===== config.mk =====
export PLATFORM = sky130hd
export DESIGN_NAME = counter_sequencer_flat
export DESIGN_NICKNAME = d
export VERILOG_FILES = /design/src/rtl/counter_seq_pkg.sv /design/src/rtl/counter_seq_if.sv /design/src/rtl/key_debounce.sv /design/src/rtl/counter_sequencer.sv /design/src/flat_wrapper.sv
export SDC_FILE = /design/constraint.sdc
export NUM_CORES = 1
export LEC_CHECK = 0
export BUFFER_PORTS_ARGS = -buffer_cell sky130_fd_sc_hd__buf_2
export CORE_UTILIZATION = 51
export CTS_CLUSTER_DIAMETER = 200
export DETAILED_ROUTE_END_ITERATION = 8
export GPL_TIMING_DRIVEN = 0
export PLACE_DENSITY = 0.69
export SYNTH_ARGS = -nofsm -noshare
export SYNTH_HDL_FRONTEND = slang
export SYNTH_SLANG_ARGS = --single-unit

===== constraint.sdc =====
create_clock -name clk -period 2.65 [get_ports clk]
set_clock_uncertainty 0.1 [all_clocks]
set_input_delay 0.1325 -clock clk [delete_from_list [all_inputs] [get_ports clk]]
set_output_delay 0.1325 -clock clk [all_outputs]
set_load 0.05 [all_outputs]

===== src/rtl/counter_seq_pkg.sv =====
// Shared types and helpers for the counter sequencer: FSM state encoding and
// the run-rate period calculation.
package counter_seq_pkg;

    typedef enum logic {
        STOP = 1'b0,
        RUN  = 1'b1
    } seq_state_e;

    // Run-mode step period for a given rate select; never less than one cycle.
    function automatic int unsigned rate_period(input int unsigned base, input logic [1:0] rate);
        int unsigned p;
        p = base >> rate;
        return (p == 0) ? 1 : p;
    endfunction

endpackage


===== src/rtl/counter_seq_if.sv =====
// Board-side bundle of the counter sequencer: raw keys and switches in,
// counter control strobes out.
interface counter_seq_if #(
    parameter int WIDTH = 4
);
    logic             key_load_n;
    logic             key_step_n;
    logic             key_run_n;
    logic [WIDTH-1:0] sw_data;
    logic [1:0]       sw_rate;
    logic             ctr_load;
    logic [WIDTH-1:0] ctr_data;
    logic             ctr_en;
    logic             running;

    modport master (
        output key_load_n, key_step_n, key_run_n, sw_data, sw_rate,
        input  ctr_load, ctr_data, ctr_en, running
    );

    modport slave (
        input  key_load_n, key_step_n, key_run_n, sw_data, sw_rate,
        output ctr_load, ctr_data, ctr_en, running
    );
endinterface


===== src/rtl/key_debounce.sv =====
// One push-button channel: 2-FF synchroniser, level debounce, and a one-cycle
// pulse on each accepted press (released -> pressed).
module key_debounce #(
    parameter int unsigned DEBOUNCE_CYCLES = 500_000
) (
    input  logic clk,
    input  logic rst,
    input  logic key_n,
    output logic press
);
    localparam int unsigned CW = $clog2(DEBOUNCE_CYCLES + 1);

    logic          sync1;
    logic          sync2;
    logic          stable;
    logic [CW-1:0] cnt;

    // NOTE: non-blocking assignments so every register samples the pre-edge
    // value; blocking here would collapse the synchroniser into one stage.
    always_ff @(posedge clk or posedge rst) begin
        if (rst) begin
            sync1  <= 1'b1;
            sync2  <= 1'b1;
            stable <= 1'b1;
            cnt    <= '0;
            press  <= 1'b0;
        end else begin
            sync1 <= key_n;
            sync2 <= sync1;
            press <= 1'b0;
            if (sync2 == stable) begin
                cnt <= '0;
            end else if (cnt == CW'(DEBOUNCE_CYCLES - 1)) begin
                stable <= sync2;
                cnt    <= '0;
                press  <= ~sync2;
            end else begin
                cnt <= cnt + CW'(1);
            end
        end
    end

endmodule


===== src/rtl/counter_sequencer.sv =====
// Controller for the loadable up-counter: debounced key events drive a
// STOP/RUN sequencer that issues registered load and count-enable strobes.
module counter_sequencer
    import counter_seq_pkg::*;
#(
    parameter int          WIDTH           = 4,
    parameter int unsigned DEBOUNCE_CYCLES = 500_000,
    parameter int unsigned TICK_DIV        = 25_000_000
) (
    input  logic         clk,
    input  logic         rst,
    counter_seq_if.slave bus
);
    localparam int unsigned PW = $clog2(TICK_DIV);

    logic load_ev;
    logic step_ev;
    logic run_ev;

    key_debounce #(.DEBOUNCE_CYCLES(DEBOUNCE_CYCLES)) u_load (
        .clk   (clk),
        .rst   (rst),
        .key_n (bus.key_load_n),
        .press (load_ev)
    );

    key_debounce #(.DEBOUNCE_CYCLES(DEBOUNCE_CYCLES)) u_step (
        .clk   (clk),
        .rst   (rst),
        .key_n (bus.key_step_n),
        .press (step_ev)
    );

    key_debounce #(.DEBOUNCE_CYCLES(DEBOUNCE_CYCLES)) u_run (
        .clk   (clk),
        .rst   (rst),
        .key_n (bus.key_run_n),
        .press (run_ev)
    );

    seq_state_e       state_q,  state_d;
    logic [PW-1:0]    presc_q,  presc_d;
    logic [1:0]       rate_q,   rate_d;
    logic             load_q,   load_d;
    logic             en_q,     en_d;
    logic [WIDTH-1:0] data_q,   data_d;
    logic [PW-1:0]    term;

    // Rate select is only re-sampled at a wrap, so the terminal count is stable within a period.
    assign term = PW'(rate_period(TICK_DIV, rate_q) - 1);

    always_ff @(posedge clk or posedge rst) begin
        if (rst) begin
            state_q <= STOP;
            presc_q <= '0;
            rate_q  <= '0;
            load_q  <= 1'b0;
            en_q    <= 1'b0;
            data_q  <= '0;
        end else begin
            state_q <= state_d;
            presc_q <= presc_d;
            rate_q  <= rate_d;
            load_q  <= load_d;
            en_q    <= en_d;
            data_q  <= data_d;
        end
    end

    // NOTE: every output of this block is defaulted first, so no path can
    // leave a variable unassigned and infer a latch.
    always_comb begin
        state_d = state_q;
        presc_d = presc_q;
        rate_d  = rate_q;
        load_d  = 1'b0;
        en_d    = 1'b0;
        data_d  = data_q;

        // The if/else chain is the event priority: lower-priority events are dropped.
        if (load_ev) begin
            load_d  = 1'b1;
            data_d  = bus.sw_data;
            state_d = STOP;
            presc_d = '0;
        end else if (run_ev) begin
            presc_d = '0;
            rate_d  = bus.sw_rate;
            state_d = (state_q == STOP) ? RUN : STOP;
        end else if (step_ev && (state_q == STOP)) begin
            en_d = 1'b1;
        end else if (state_q == RUN) begin
            if (presc_q == term) begin
                en_d    = 1'b1;
                presc_d = '0;
                rate_d  = bus.sw_rate;
            end else begin
                presc_d = presc_q + PW'(1);
            end
        end
    end

    assign bus.ctr_load = load_q;
    assign bus.ctr_en   = en_q;
    assign bus.ctr_data = data_q;
    assign bus.running  = (state_q == RUN);

endmodule


===== src/flat_wrapper.sv =====
// flat-port wrapper written by rule: the top's interface ports become plain ports
module counter_sequencer_flat import counter_seq_pkg::*;
#(
    parameter int          WIDTH           = 4,
    parameter int unsigned DEBOUNCE_CYCLES = 500_000,
    parameter int unsigned TICK_DIV        = 25_000_000
)
  (clk, rst, bus_key_load_n, bus_key_step_n, bus_key_run_n, bus_sw_data, bus_sw_rate, bus_ctr_load, bus_ctr_data, bus_ctr_en, bus_running);
  counter_seq_if #(.WIDTH(WIDTH)) bus_i ();
  input  logic clk;
  input  logic rst;
  input wire logic [$bits(bus_i.key_load_n)-1:0] bus_key_load_n;
  input wire logic [$bits(bus_i.key_step_n)-1:0] bus_key_step_n;
  input wire logic [$bits(bus_i.key_run_n)-1:0] bus_key_run_n;
  input wire logic [$bits(bus_i.sw_data)-1:0] bus_sw_data;
  input wire logic [$bits(bus_i.sw_rate)-1:0] bus_sw_rate;
  output wire logic [$bits(bus_i.ctr_load)-1:0] bus_ctr_load;
  output wire logic [$bits(bus_i.ctr_data)-1:0] bus_ctr_data;
  output wire logic [$bits(bus_i.ctr_en)-1:0] bus_ctr_en;
  output wire logic [$bits(bus_i.running)-1:0] bus_running;
  assign bus_i.key_load_n = bus_key_load_n;
  assign bus_i.key_step_n = bus_key_step_n;
  assign bus_i.key_run_n = bus_key_run_n;
  assign bus_i.sw_data = bus_sw_data;
  assign bus_i.sw_rate = bus_sw_rate;
  assign bus_ctr_load = bus_i.ctr_load;
  assign bus_ctr_data = bus_i.ctr_data;
  assign bus_ctr_en = bus_i.ctr_en;
  assign bus_running = bus_i.running;
  counter_sequencer #(.WIDTH(WIDTH), .DEBOUNCE_CYCLES(DEBOUNCE_CYCLES), .TICK_DIV(TICK_DIV)) u_core (.clk(clk), .rst(rst), .bus(bus_i));
endmodule

==> results of run 1 <==
-- repair_timing --
action                                 in CTS  in global routing
endpoints found under the hold margin      33                  0
setup buffers                               0                  0
hold buffers                               10                  0
-- layout by cell type (no fill, tap or decap), types with 7 or more instances in the layout --
| cell type | count |
|---|---|
| nand3_1 | 39 |
| dfrtp_1 | 94 |
| nor4_1 | 8 |
| dfstp_2 | 9 |
| a21oi_1 | 11 |
| clkbuf_8 | 9 |
| xor2_1 | 38 |
| o31ai_1 | 7 |
| nand4_1 | 21 |
| buf_2 | 28 |
| inv_1 | 10 |
| and3_1 | 19 |
| nand3b_1 | 9 |
| dlygate4sd3_1 | 10 |
| a31oi_1 | 9 |
| nand2_1 | 50 |
| xnor2_1 | 19 |
| a22oi_2 | 7 |
| mux2_2 | 8 |
| nor2_1 | 78 |
| clkbuf_1 | 13 |
-- worst reg2reg max path, stage by stage, from the launching register on --
cell	delay, ns
dfrtp_1	0.48
and2_1	0.16
buf_2	0.17
nand3_1	0.21
nor4_4	0.46
nand4_1	0.21
or4b_1	0.50
a21bo_1	0.19
-- metal layers --
layer,track usage [%],share of wire (%),up-vias
met3,5.74,5.5,13
met5,0,0,-
met2,36.4,47,118
li1,-,-,2031
met4,7.04,1.1,0
met1,30.9,46,2086
-- registers in the layout, indices dropped and copies added, names as in the netlist, 2 cells and up --
| signal | flops |
|---|---|
| u_core.presc_q | 25 |
| u_core.u_run.cnt | 19 |
| u_core.rate_q | 2 |
| u_core.u_step.cnt | 19 |
| u_core.bus.ctr_data | 4 |
| u_core.u_load.cnt | 19 |
-- through the flow --
step | utilization (%) | hold slack, ns | instance area (µm²) | worst slack [ns] | total power, mW
global placement | 55.0 | 0.137 | 5660 | 0.195 | 1.71
detailed placement | 55.4 | 0.136 | 5700 | 0.156 | 1.72
finish | 58.2 | 0.255 | 5990 | 0.115 | 2.69
floorplan | - | 0.0370 | 5400 | 0.373 | 1.68
CTS | 58.2 | 0.252 | 5990 | 0.148 | 2.73
global route | 58.2 | 0.266 | 5990 | 0.00790 | 2.80
-- power groups by stage --
| stage | Clock, mW | Combinational (mW) | Sequential (mW) |
|---|---|---|---|
| after detailed placement | 0 | 0.0833 | 1.63 |
| final | 0.997 | 0.0923 | 1.60 |
| after global placement | 0 | 0.0741 | 1.63 |
| after CTS | 1.03 | 0.0951 | 1.60 |
| after floorplan | 0 | 0.0507 | 1.63 |
| after global routing | 1.08 | 0.108 | 1.61 |
-- worst max-delay path by stage --
stage	end	start
global route	u_core.presc_q[19]	u_core.presc_q[8]
finish	u_core.presc_q[19]	u_core.presc_q[8]
global placement	u_core.presc_q[19]	u_core.presc_q[0]
detailed placement	u_core.presc_q[19]	u_core.presc_q[0]
floorplan	u_core.presc_q[13]	u_core.rate_q[1]
CTS	u_core.presc_q[19]	u_core.presc_q[0]
-- cell families (layout without fill, tap and decap cells) --
| logic type | count (synthesis) | in the layout | synth area share (%) |
|---|---|---|---|
| DFF | 103 | 103 | 48.0 |
| and+or+nand+nor | 276 | 276 | 26.8 |
| adders and majority gates | 4 | 4 | 0.927 |
| buffers and inverters | 36 | 81 | 3.32 |
| AOI/OAI and AO/OA | 65 | 65 | 9.23 |
| xor gates and xnor gates | 57 | 57 | 9.25 |
| muxes | 12 | 12 | 2.53 |
-- layout make-up --
class	instances	area (µm²)
fillers	910	4290
multi-input cells	414	2630
flip-flops and latches	103	2590
repair buffers	29	225
well taps	136	170
plain buffers	25	138
clock buffers	12	135
clock inverters	4	55.1
inverters	11	45.0
==> results.toml, run 1 <==
[outcome]
status = "completed"

[detailed_routing]
drt-initial-drc-count = 317
viasPerCell = 5.79
drc = 0
ant_nets = 0
wl_per_cell_um = 16.2
finalWirelength_um = 11900
vias = 4248
drtPass1Iterations = 5

[pwr]
p_int_mw = 2.07
max-vdd-ir-drop_mv = 0.392
p_sw_share_pct = 23.2
p_comb_share_pct = 3.4
leakage_nw = 2.55
pwr-share-clk_pct = 37.0
pwr_density_cell_mw_per_mm2 = 450
power_switching_mw = 0.626
seq_power_share_pct = 59.6

[timing]
tightest_slew_ns = 0.695
drv_slew = 0
max_slew_margin_pct = 53.7
tns_ns = 0
fin_crit_sh_pct = 95.7
timing.fmax_mhz = 394
min_period_ns = 2.54
rsz0062_at_grt = "no"
setup_violations = 0
hold_violations = 0

[logic_synthesis]
ys_seq_elements = 103
synth_edf_count = 0
synth_top_cell_area_share_pct = 43.6
synth_area_per_cell_um2 = 9.76
synth_area_mm2 = 0.00540
seq_area_frac_synth_pct = 48.0
yosysMostFrequentCell = "dfrtp_1"
yosys-top-cells-count = "94 x dfrtp_1, 78 x nor2_1, 50 x nand2_1"
ys.flop_type = "dfrtp_1"
synth.distinct_cells = 64
async_reset_ff_share_pct = 100
synth_area_leader_cell = "dfrtp_1"
yosysWarnings = 0
synthCells = 553
synth_nets = 568
yosys-top-cells-area = "dfrtp_1 44%, xor2_1 6.2%, nor2_1 5.4%, dfstp_2 4.4%, nand3_1 3.6%"

[setup_path]
slowest_stage = "or4b_1"
crit_path_max_incr_delay_ns = 0.50
worstPathRequired_ns = 2.88
cp.arrival_ns = 2.77
r2r_end = "u_core.presc_q[19]"
path_delay_family = "simple AND/OR/NAND/NOR gates"
path_cells = "and2_1 > buf_2 > nand3_1 > nor4_4 > nand4_1 > or4b_1 > a21bo_1"
r2r_slack_ns = 0.11
worstSetupPathType = "reg -> reg"
path_buf_inv = 1
r2r_cells = 7
cp.depth = 7
crit_path_end_kind = "flip-flop"
cp-start-kind = "flip-flop"
path_max_fanout = 7
r2r-start = "u_core.presc_q[8]"

[clock_network]
h-tree-depth = 3
cts_buffers = 9
cts_tree = "yes"
root_buffer = "clkbuf_8"
cts_sinks = 103
clk_pin_slew_worst_paths_ns = 0.10
ctsResizeCount = 0
ctsLongestPathBuffers = 2
clk_latency_ns = 0.39

[die]
die_area_mm2 = 0.0110
floorplan.initialDensity_pct = 52.5
core-area_mm2 = 0.0103
pin_count = 18
die_w_um = 105
die_y_um = 105
rows = 37

[global_route]
grt_pass1_vias = 4104
grt_util_all_layers_pct = 22.9
grt_pass1_wl_um = 19700
grt_max_degree = 43
overflow = 0
antenna_found_initial = 0

[cells_and_area]
syn_to_final_growth_pct = 10.9
layout-drive-gt1-share_pct = 13.9
layout.cells.non_filler = 734
nets = 608
antenna_cells = 0

[hold_path]
hp-class = "in -> async"

[placed_design]
place_congestion = 0.907
hpwl_um = 8220
io_buffers = 17
dp.cells = 708

[job]
timing.max_cap.violations = 0
(Power assumes the default switching activity.)
==> inputs of run 2 (changes only) <==
==> constraint.sdc (replaced) <==
create_clock -name clk -period 2.3 [get_ports clk]
set_clock_uncertainty 0.1 [all_clocks]
set_input_delay 0.115 -clock clk [delete_from_list [all_inputs] [get_ports clk]]
set_output_delay 0.115 -clock clk [all_outputs]
set_load 0.05 [all_outputs]
==> results.toml, run 2 (same netlist as run 1, synthesis figures left out) <==
[outcome]
status = "finished with violations"
violations = "negative setup slack"

[cells_and_area]
syn_to_final_growth_pct = 13.6
layout.cells.non_filler = 737
nets = 611
antenna_cells = 0
mostFrequentLayoutCells = "92 x dfrtp_1, 78 x nor2_1, 49 x nand2_1"
largest_register_ffs = 25
layout-drive-gt1-share_pct = 16.8
final_common_cell = "dfrtp_1"
regMostFlops = "u_core.presc_q"

[die]
rows = 37
die_area_mm2 = 0.0110
die_w_um = 105
floorplan.initialDensity_pct = 52.5
core-area_mm2 = 0.0103
pin_count = 18
die_y_um = 105

[timing]
rsz0062_at_grt = "yes"
max_slew_margin_pct = 57.8
tightest_slew_ns = 0.627
drv_slew = 0
whs_ns = 0.235
min_period_ns = 2.40
fin_ws_ns = -0.101
timing.fmax_mhz = 416
fin_crit_sh_pct = 104
hold_violations = 0
setup_violations = 24

[global_route]
grt_busiest_layer = "met2"
grt_pass1_vias = 4158
overflow = 0
grt_pass1_wl_um = 20000
grt_util_met2_pct = 37.1
grt_util_all_layers_pct = 23.1
grtUsageMet1_pct = 31.0
grt_max_degree = 43
antenna_found_initial = 0
gr-usage-met3_pct = 5.74

[setup_path]
crit_path_max_incr_delay_ns = 0.55
path_cells = "buf_6 > mux2_4 > o22ai_4 > o2111ai_1 > or4b_1 > buf_6 > buf_12 > a22oi_2 > o31ai_2"
crit_top_cell = "buf_6"
worstSetupPathType = "reg -> reg"
path_delay_family = "simple AND/OR/NAND/NOR gates"
r2r_slack_ns = -0.10
crit_path_end_kind = "flip-flop"
slowest_stage = "or4b_1"
cp-start-kind = "flip-flop"
path_max_fanout = 10
worstPathRequired_ns = 2.48
cp.arrival_ns = 2.58
path_buf_inv = 3

[clock_network]
cts_sinks = 103
cts_buffers = 9
clk_pin_slew_worst_paths_ns = 0.10
root_buffer = "clkbuf_8"
cts_tree = "yes"
h-tree-depth = 3
clk_latency_ns = 0.39
ctsLongestPathBuffers = 2

[pwr]
power_mw = 3.10
max-vdd-ir-drop_mv = 0.450
pwr_density_cell_mw_per_mm2 = 506
leakage_nw = 2.60

[placed_design]
hpwl_um = 8220
place_congestion = 0.907
io_buffers = 17
dp.cells = 708

[detailed_routing]
viasPerCell = 5.84
drc = 0
ant_nets = 0
drt-initial-drc-count = 265
wl_per_cell_um = 16.2
drtPass1Iterations = 5
finalWirelength_um = 12000
vias = 4305

[hold_path]
hp-class = "in -> async"

[job]
timing.max_cap.violations = 0
-- run 2: per-layer routing --
metal	vias to the layer above	part of all wire, %	wire (µm)
met1	2122	46	5460
li1	2038	-	-
met5	-	0	0
met3	16	5.6	675
met4	0	1.2	147
met2	129	47	5680
-- run 2: report_power, final --
part / leakage [nW] / internal [mW] / switching [mW]
Clock: 0.0912 / 0.511 / 0.638
Combinational: 1.13 / 0.0393 / 0.0672
Sequential: 1.39 / 1.83 / 0.0160
Total: 2.60 / 2.38 / 0.721
-- run 2: worst paths after layout --
kind / startpoint / to / cells past startpoint
hold / removal: rst / u_core.u_load.cnt[15] / 3
setup reg to reg: u_core.rate_q[1] / u_core.presc_q[10] / 9
min in group clk: bus_key_run_n / u_core.u_run.sync1 / 2
setup / recovery: u_core.rate_q[1] / u_core.presc_q[10] / 9
hold reg to reg: u_core.u_step.sync1 / u_core.u_step.sync2 / 0
max in group asynchronous: rst / u_core.u_step.stable / 5
-- run 2: tightest hold or removal path: stages --
cell and delay, ns:
dlygate4sd3_1 0.53, buf_2 0.13, clkinvlp_4 0.39
-- run 2: stage by stage --
| step | utilization, % | instance area [µm²] | TNS, ns | setup WS [ns] |
|---|---|---|---|---|
| 3_5_place_dp | 55.4 | 5700 | -2.69 | -0.194 |
| 6_report | 59.6 | 6130 | -1.52 | -0.101 |
| 2_1_floorplan | - | 5400 | 0 | 0.0230 |
| 3_3_place_gp | 55.0 | 5660 | -2.25 | -0.155 |
| 4_1_cts | 59.4 | 6110 | -1.02 | -0.0777 |
| 5_1_grt | 59.6 | 6130 | -3.95 | -0.203 |
-- run 2: cell type report --
| class | count | area, µm² |
|---|---|---|
| Buffer | 23 | 158 |
| Clock buffer | 12 | 135 |
| Clock inverter | 4 | 55.1 |
| Fill cell | 896 | 4150 |
| Inverter | 11 | 45.0 |
| Multi-Input combinational cell | 414 | 2700 |
| Sequential cell | 103 | 2590 |
| Tap cell | 136 | 170 |
| Timing Repair Buffer | 34 | 275 |
-- run 2: timing repair --
action                     CTS  global route
hold buffers                10             0
pin swaps                    6             1
hold endpoints to repair    33             0
setup endpoints to repair   35            61
resized for setup           17            10
buffers inserted             5             0
